## src/rtl/jtdsp16_dau_ctrl.sv

```systemverilog
// jtdsp16_dau_ctrl: DAU instruction sequencer with condition evaluation, counters and heads/tails LFSR
module jtdsp16_dau_ctrl #(
  parameter logic [15:0] LFSR_SEED = 16'h0001
) (
  input  logic        rst,
  input  logic        clk,
  input  logic        cen,
  input  logic        inst_valid,
  input  logic [15:0] inst,
  input  logic        lmi,
  input  logic        leq,
  input  logic        llv,
  input  logic        lmv,
  input  logic [1:0]  c_wr,
  input  logic [7:0]  c_din,
  output logic        inst_ack,
  output logic        busy,
  output logic [4:0]  t_field,
  output logic [3:0]  f1_field,
  output logic [3:0]  f2_field,
  output logic        s_field,
  output logic        d_field,
  output logic [4:0]  c_field,
  output logic        dau_en,
  output logic        cond_true,
  output logic [7:0]  c0,
  output logic [7:0]  c1,
  output logic [7:0]  c2
);
  typedef enum logic [1:0] {IDLE, DEC, EXEC} state_t;
  state_t st, st_nx;
  logic [15:0] lfsr;
  logic is_cond, cond_eval, c0_inc, c1_inc, ifc_exec, lfsr_step;
  assign is_cond   = t_field[4:1] == 4'b1001;
  assign c0_inc    = st == DEC && is_cond && c_field[4:1] == 4'd5;
  assign c1_inc    = st == DEC && is_cond && c_field[4:1] == 4'd6;
  assign lfsr_step = st == DEC && is_cond && c_field[4:1] == 4'd4;
  assign ifc_exec  = st == EXEC && t_field == 5'h13;
  always_comb begin
    cond_eval = 1'b0;
    case (c_field)
      5'd0:  cond_eval = lmi;
      5'd1:  cond_eval = !lmi;
      5'd2:  cond_eval = leq;
      5'd3:  cond_eval = !leq;
      5'd4:  cond_eval = llv;
      5'd5:  cond_eval = !llv;
      5'd6:  cond_eval = lmv;
      5'd7:  cond_eval = !lmv;
      5'd8:  cond_eval = lfsr[0];
      5'd9:  cond_eval = !lfsr[0];
      5'd10: cond_eval = !c0[7];
      5'd11: cond_eval = c0[7];
      5'd12: cond_eval = !c1[7];
      5'd13: cond_eval = c1[7];
      5'd14: cond_eval = 1'b1;
      5'd16: cond_eval = !lmi && !leq;
      5'd17: cond_eval = lmi || leq;
      default: cond_eval = 1'b0;
    endcase
  end
  // strobes are gated by rst so an aborted instruction never fires
  always_comb begin
    st_nx    = !cen ? st : st == IDLE ? (inst_valid ? DEC : IDLE) : st == DEC ? EXEC : IDLE;
    inst_ack = cen && !rst && st == IDLE && inst_valid;
    dau_en   = cen && !rst && st == EXEC && (!is_cond || cond_true);
    busy     = st != IDLE;
  end
  always_ff @(posedge clk) begin
    if (rst) begin
      st        <= IDLE;
      t_field   <= '0;
      f1_field  <= '0;
      f2_field  <= '0;
      s_field   <= 1'b0;
      d_field   <= 1'b0;
      c_field   <= '0;
      cond_true <= 1'b0;
      c0        <= '0;
      c1        <= '0;
      c2        <= '0;
      lfsr      <= LFSR_SEED;
    end else if (cen) begin
      st <= st_nx;
      if (st == IDLE && inst_valid) begin
        t_field  <= inst[15:11];
        d_field  <= inst[10];
        s_field  <= inst[9];
        f1_field <= inst[8:5];
        f2_field <= inst[8:5];
        c_field  <= inst[4:0];
      end
      if (st == DEC) cond_true <= is_cond ? cond_eval : 1'b1;
      if (lfsr_step) lfsr <= {lfsr[14:0], lfsr[15] ^ lfsr[13] ^ lfsr[12] ^ lfsr[10]};
      c0 <= c_wr[0] ? c_din : c0_inc ? c0 + 8'd1 : c0;
      c1 <= c_wr[1] ? c_din : (c1_inc || ifc_exec) ? c1 + 8'd1 : c1;
      if (ifc_exec) c2 <= c1;
    end
  end
endmodule

```

## config.mk

```make
export PLATFORM = sky130hd
export DESIGN_NAME = jtdsp16_dau_ctrl
export DESIGN_NICKNAME = d
export VERILOG_FILES = /design/src/rtl/jtdsp16_dau_ctrl.sv
export SDC_FILE = /design/constraint.sdc
export NUM_CORES = 1
export LEC_CHECK = 0
export ABC_AREA = 1
export CAP_MARGIN = 15
export CORE_ASPECT_RATIO = 0.6
export CORE_UTILIZATION = 52
export DETAILED_ROUTE_END_ITERATION = 12
export PLACE_DENSITY = 0.86
export SYNTH_ARGS = -nofsm -noshare
export SYNTH_HDL_FRONTEND = slang
export SYNTH_SLANG_ARGS = --single-unit
```

## constraint.sdc

```tcl
create_clock -name clk -period 2.1 [get_ports clk]
set_input_delay 0.21 -clock clk [delete_from_list [all_inputs] [get_ports clk]]
set_output_delay 0.21 -clock clk [all_outputs]
set_load 0.1 [all_outputs]
```

==> metrics.md <==
| Metric | Value |
|---|---|
| TNS Setup | `0 ns` |
| Die H | `60.3 µm` |
| Worst setup margin | `0.407 ns` |
| Top delay family on crit path | `buffers and inverters` |
| Skew final | `0.00850 ns` |
| CP cell instances | `clkdlybuf4s50_1 > inv_2 > nor3_2 > o211ai_1 > inv_1 > buf_12` |
| # resized after CTS | `0` |
| CP max-delay cell | `clkdlybuf4s50_1` |
| Hold Fails Final Rpt | `0` |
| Pin count of the biggest net entering global routing | `36` |
| Synth async-reset ratio | `0%` |
| Share of cells above drive strength 1 | `17.4%` |
| RSZ-0062 raised after global routing | `false` |
| Flops & latches, synth | `59` |
| Top-area cell type share of the netlist area | `40.1%` |
| Number of global-route vias before repair | `2521` |
| Crit path arrival time | `1.48 ns` |
| Pre-CTS setup slack | `0.215 ns` |
| Required time of the worst setup path | `1.89 ns` |
| CP startpoint kind | `input pin` |
| Drt first pass iters | `4` |
| First-pass GRT wire length | `11800 µm` |
| Initial antenna violation count | `0` |
| DRT antenna net count | `0` |
| Via Count | `3002` |
| Synthesized cell area | `2950 µm²` |
| Final setup viols | `0` |
| Count leader, synth | `nor2_1` |
| Register area share after synthesis | `40.1%` |
| Cell taking the most area after synthesis | `dfxtp_1` |
| TritonCTS clock tree | `done` |
| Hold-fix buffer count after cts | `0` |
| Initial core utilization | `56.1%` |
| Max-Cap Viols | `0` |
| Min Hold Slack | `0.452 ns` |
| CTS root buffer | `clkbuf_8` |
| GR Util All Layers | `25.5%` |
| Gpl congestion | `0.900` |
| H-Tree Depth | `3` |
| Hpwl dp | `5340 µm` |
| Most frequent cells after synthesis | `105 x nor2_1, 71 x nand2_1, 59 x dfxtp_1, 52 x o21ai_0, 35 x inv_1` |
| Clock sinks | `59` |
| Worst path bufs/invs | `4` |
| Final WL | `7290 µm` |
| Mean Syn Cell Area | `6.73 µm²` |
| Die Wd | `99.2 µm` |
| Tmin final | `1.69 ns` |
| Critical path fanouts, max | `5` |
| Die footprint | `5980 µm²` |
| Initial DRC Count | `158` |
| Main synth FF type | `dfxtp_1` |
| # rows | `20` |
| Distinct cell type count after synthesis | `31` |
| Synth Instances | `438` |
| Syn nets | `474` |
| Tightest Pin Transition | `0.419 ns` |
| Pwr dens | `765 nW/µm²` |
| Synth Warn # | `0` |
| Ant. Diodes | `0` |
| Max_slew headroom | `72.0%` |
| Clk slew on worst S/H paths | `0.06 ns` |
| Fmax | `0.591 GHz` |
| Hold Path Class | `reg -> reg` |
| Num CTS Buffers | `9` |
| Endpoint type of the worst setup path | `output port` |
| # IOs | `82` |
| Clk_lat worst skew | `0.34 ns` |
| Core area | `5260 µm²` |
| Port bufs | `81` |
| Max IR drop VDD | `574 µV` |
| Outcome | `complete, no violations` |
| Worst path max stage delay | `0.58 ns` |
| Ranking of synthesized cells by area | `dfxtp_1 40%, nor2_1 13%, nand2_1 9.0%` |
| Longest Clk Path Bufs | `2` |
| Crit share post-route | `80.6%` |
| WS Path Type | `in -> out` |
| Vias per std cell | `5.14` |
| Wire per inst | `12.5 µm` |
| EDFF count, synth | `0` |
| Nets | `549` |
| Final Max Tran Viols | `0` |
| Syn-to-layout area delta | `31.3%` |
| Postcts setup bufs | `0` |
| P_leak | `1.79 nW` |
| # fillers | `446` |
| Post-route DRC | `0` |
| GR Overflow Total | `0` |
==> cell usage in the layout (no fill, tap or decap), types with 3 or more instances in the layout <==
cell / synthesis / layout
nand3_2: 3 / 3
dfxtp_2: 0 / 3
nor2_1: 105 / 104
inv_1: 35 / 35
nand2_1: 71 / 71
nand3b_1: 3 / 3
clkbuf_8: 0 / 10
nand4_1: 8 / 8
a21oi_1: 26 / 26
nand3_1: 27 / 27
clkinvlp_4: 0 / 4
o21ai_0: 52 / 52
buf_4: 5 / 50
dfxtp_1: 59 / 56
nor2_4: 3 / 3
clkdlybuf4s50_1: 0 / 33
==> final timing paths <==
check / from / to / slack, ns / cells past startpoint
worst max-delay path: cen / dau_en / 0.41 / 6
worst min-delay path: lfsr[1] / lfsr[1] / 0.45 / 2
worst max register to register: c_field[1] / c0[4] / 0.56 / 8
worst min register to register: lfsr[1] / lfsr[1] / 0.45 / 2
==> per-layer routing <==
metal	up-vias	wire length, µm	track usage, %
li1	1554	-	-
met1	1318	3660	35.2
met2	121	3010	38.5
met3	9	535	8.19
met4	0	83	8.19
met5	-	0	0
==> worst register-to-register path: stages (launching register included) <==
cell and delay [ns]:
dfxtp_1 0.47, inv_1 0.13, nor2_2 0.15, and2_1 0.16
nand2_2 0.07, nand2_4 0.13, inv_4 0.07, o21ai_0 0.20
nor2_1 0.06
==> state kept, by name (all words and copies together) (netlist names), 2 cells and up <==
register  flops
c1            8
c2            8
t_field       5
lfsr         16
f2_field      4
c_field       5
c0            8
st            2
==> kinds of logic (layout without fill, tap and decap cells) <==
group	Yosys count	after routing	share of synthesized area (%)
adders and majority gates	2	2	0.849
and+or+nand+nor	231	231	34.6
xor gates and xnor gates	4	4	1.19
buffers and inverters	60	140	9.04
DFF	59	59	40.1
AOI/OAI and AO/OA	82	82	14.3
==> per-stage QoR <==
step	cells	utilization (%)	total power, W	area (µm²)
floorplan	438	-	0.00175	2950
global placement	568	69.7	0.00193	3660
detailed placement	568	69.7	0.00194	3660
CTS	584	73.6	0.00297	3870
global route	584	73.6	0.00306	3870
finish	584	73.6	0.00296	3870
==> layout make-up <==
type | count | area, µm² | share of cell area [%]
inverters | 39 | 150 | 3.88
clock inverters | 6 | 65.1 | 1.68
repair buffers | 85 | 746 | 19.3
clock buffers | 10 | 138 | 3.56
well taps | 66 | 82.6 | 2.14
flip-flops and latches | 59 | 1180 | 30.6
multi-input cells | 319 | 1500 | 38.8
==> where the power goes <==
group | internal (W) | switching [W]
Clock | 0.000577 | 0.000463
Sequential | 0.00116 | 0.0000565
Combinational | 0.000188 | 0.000511
Total | 0.00193 | 0.00103
(Power assumes the default switching activity.)
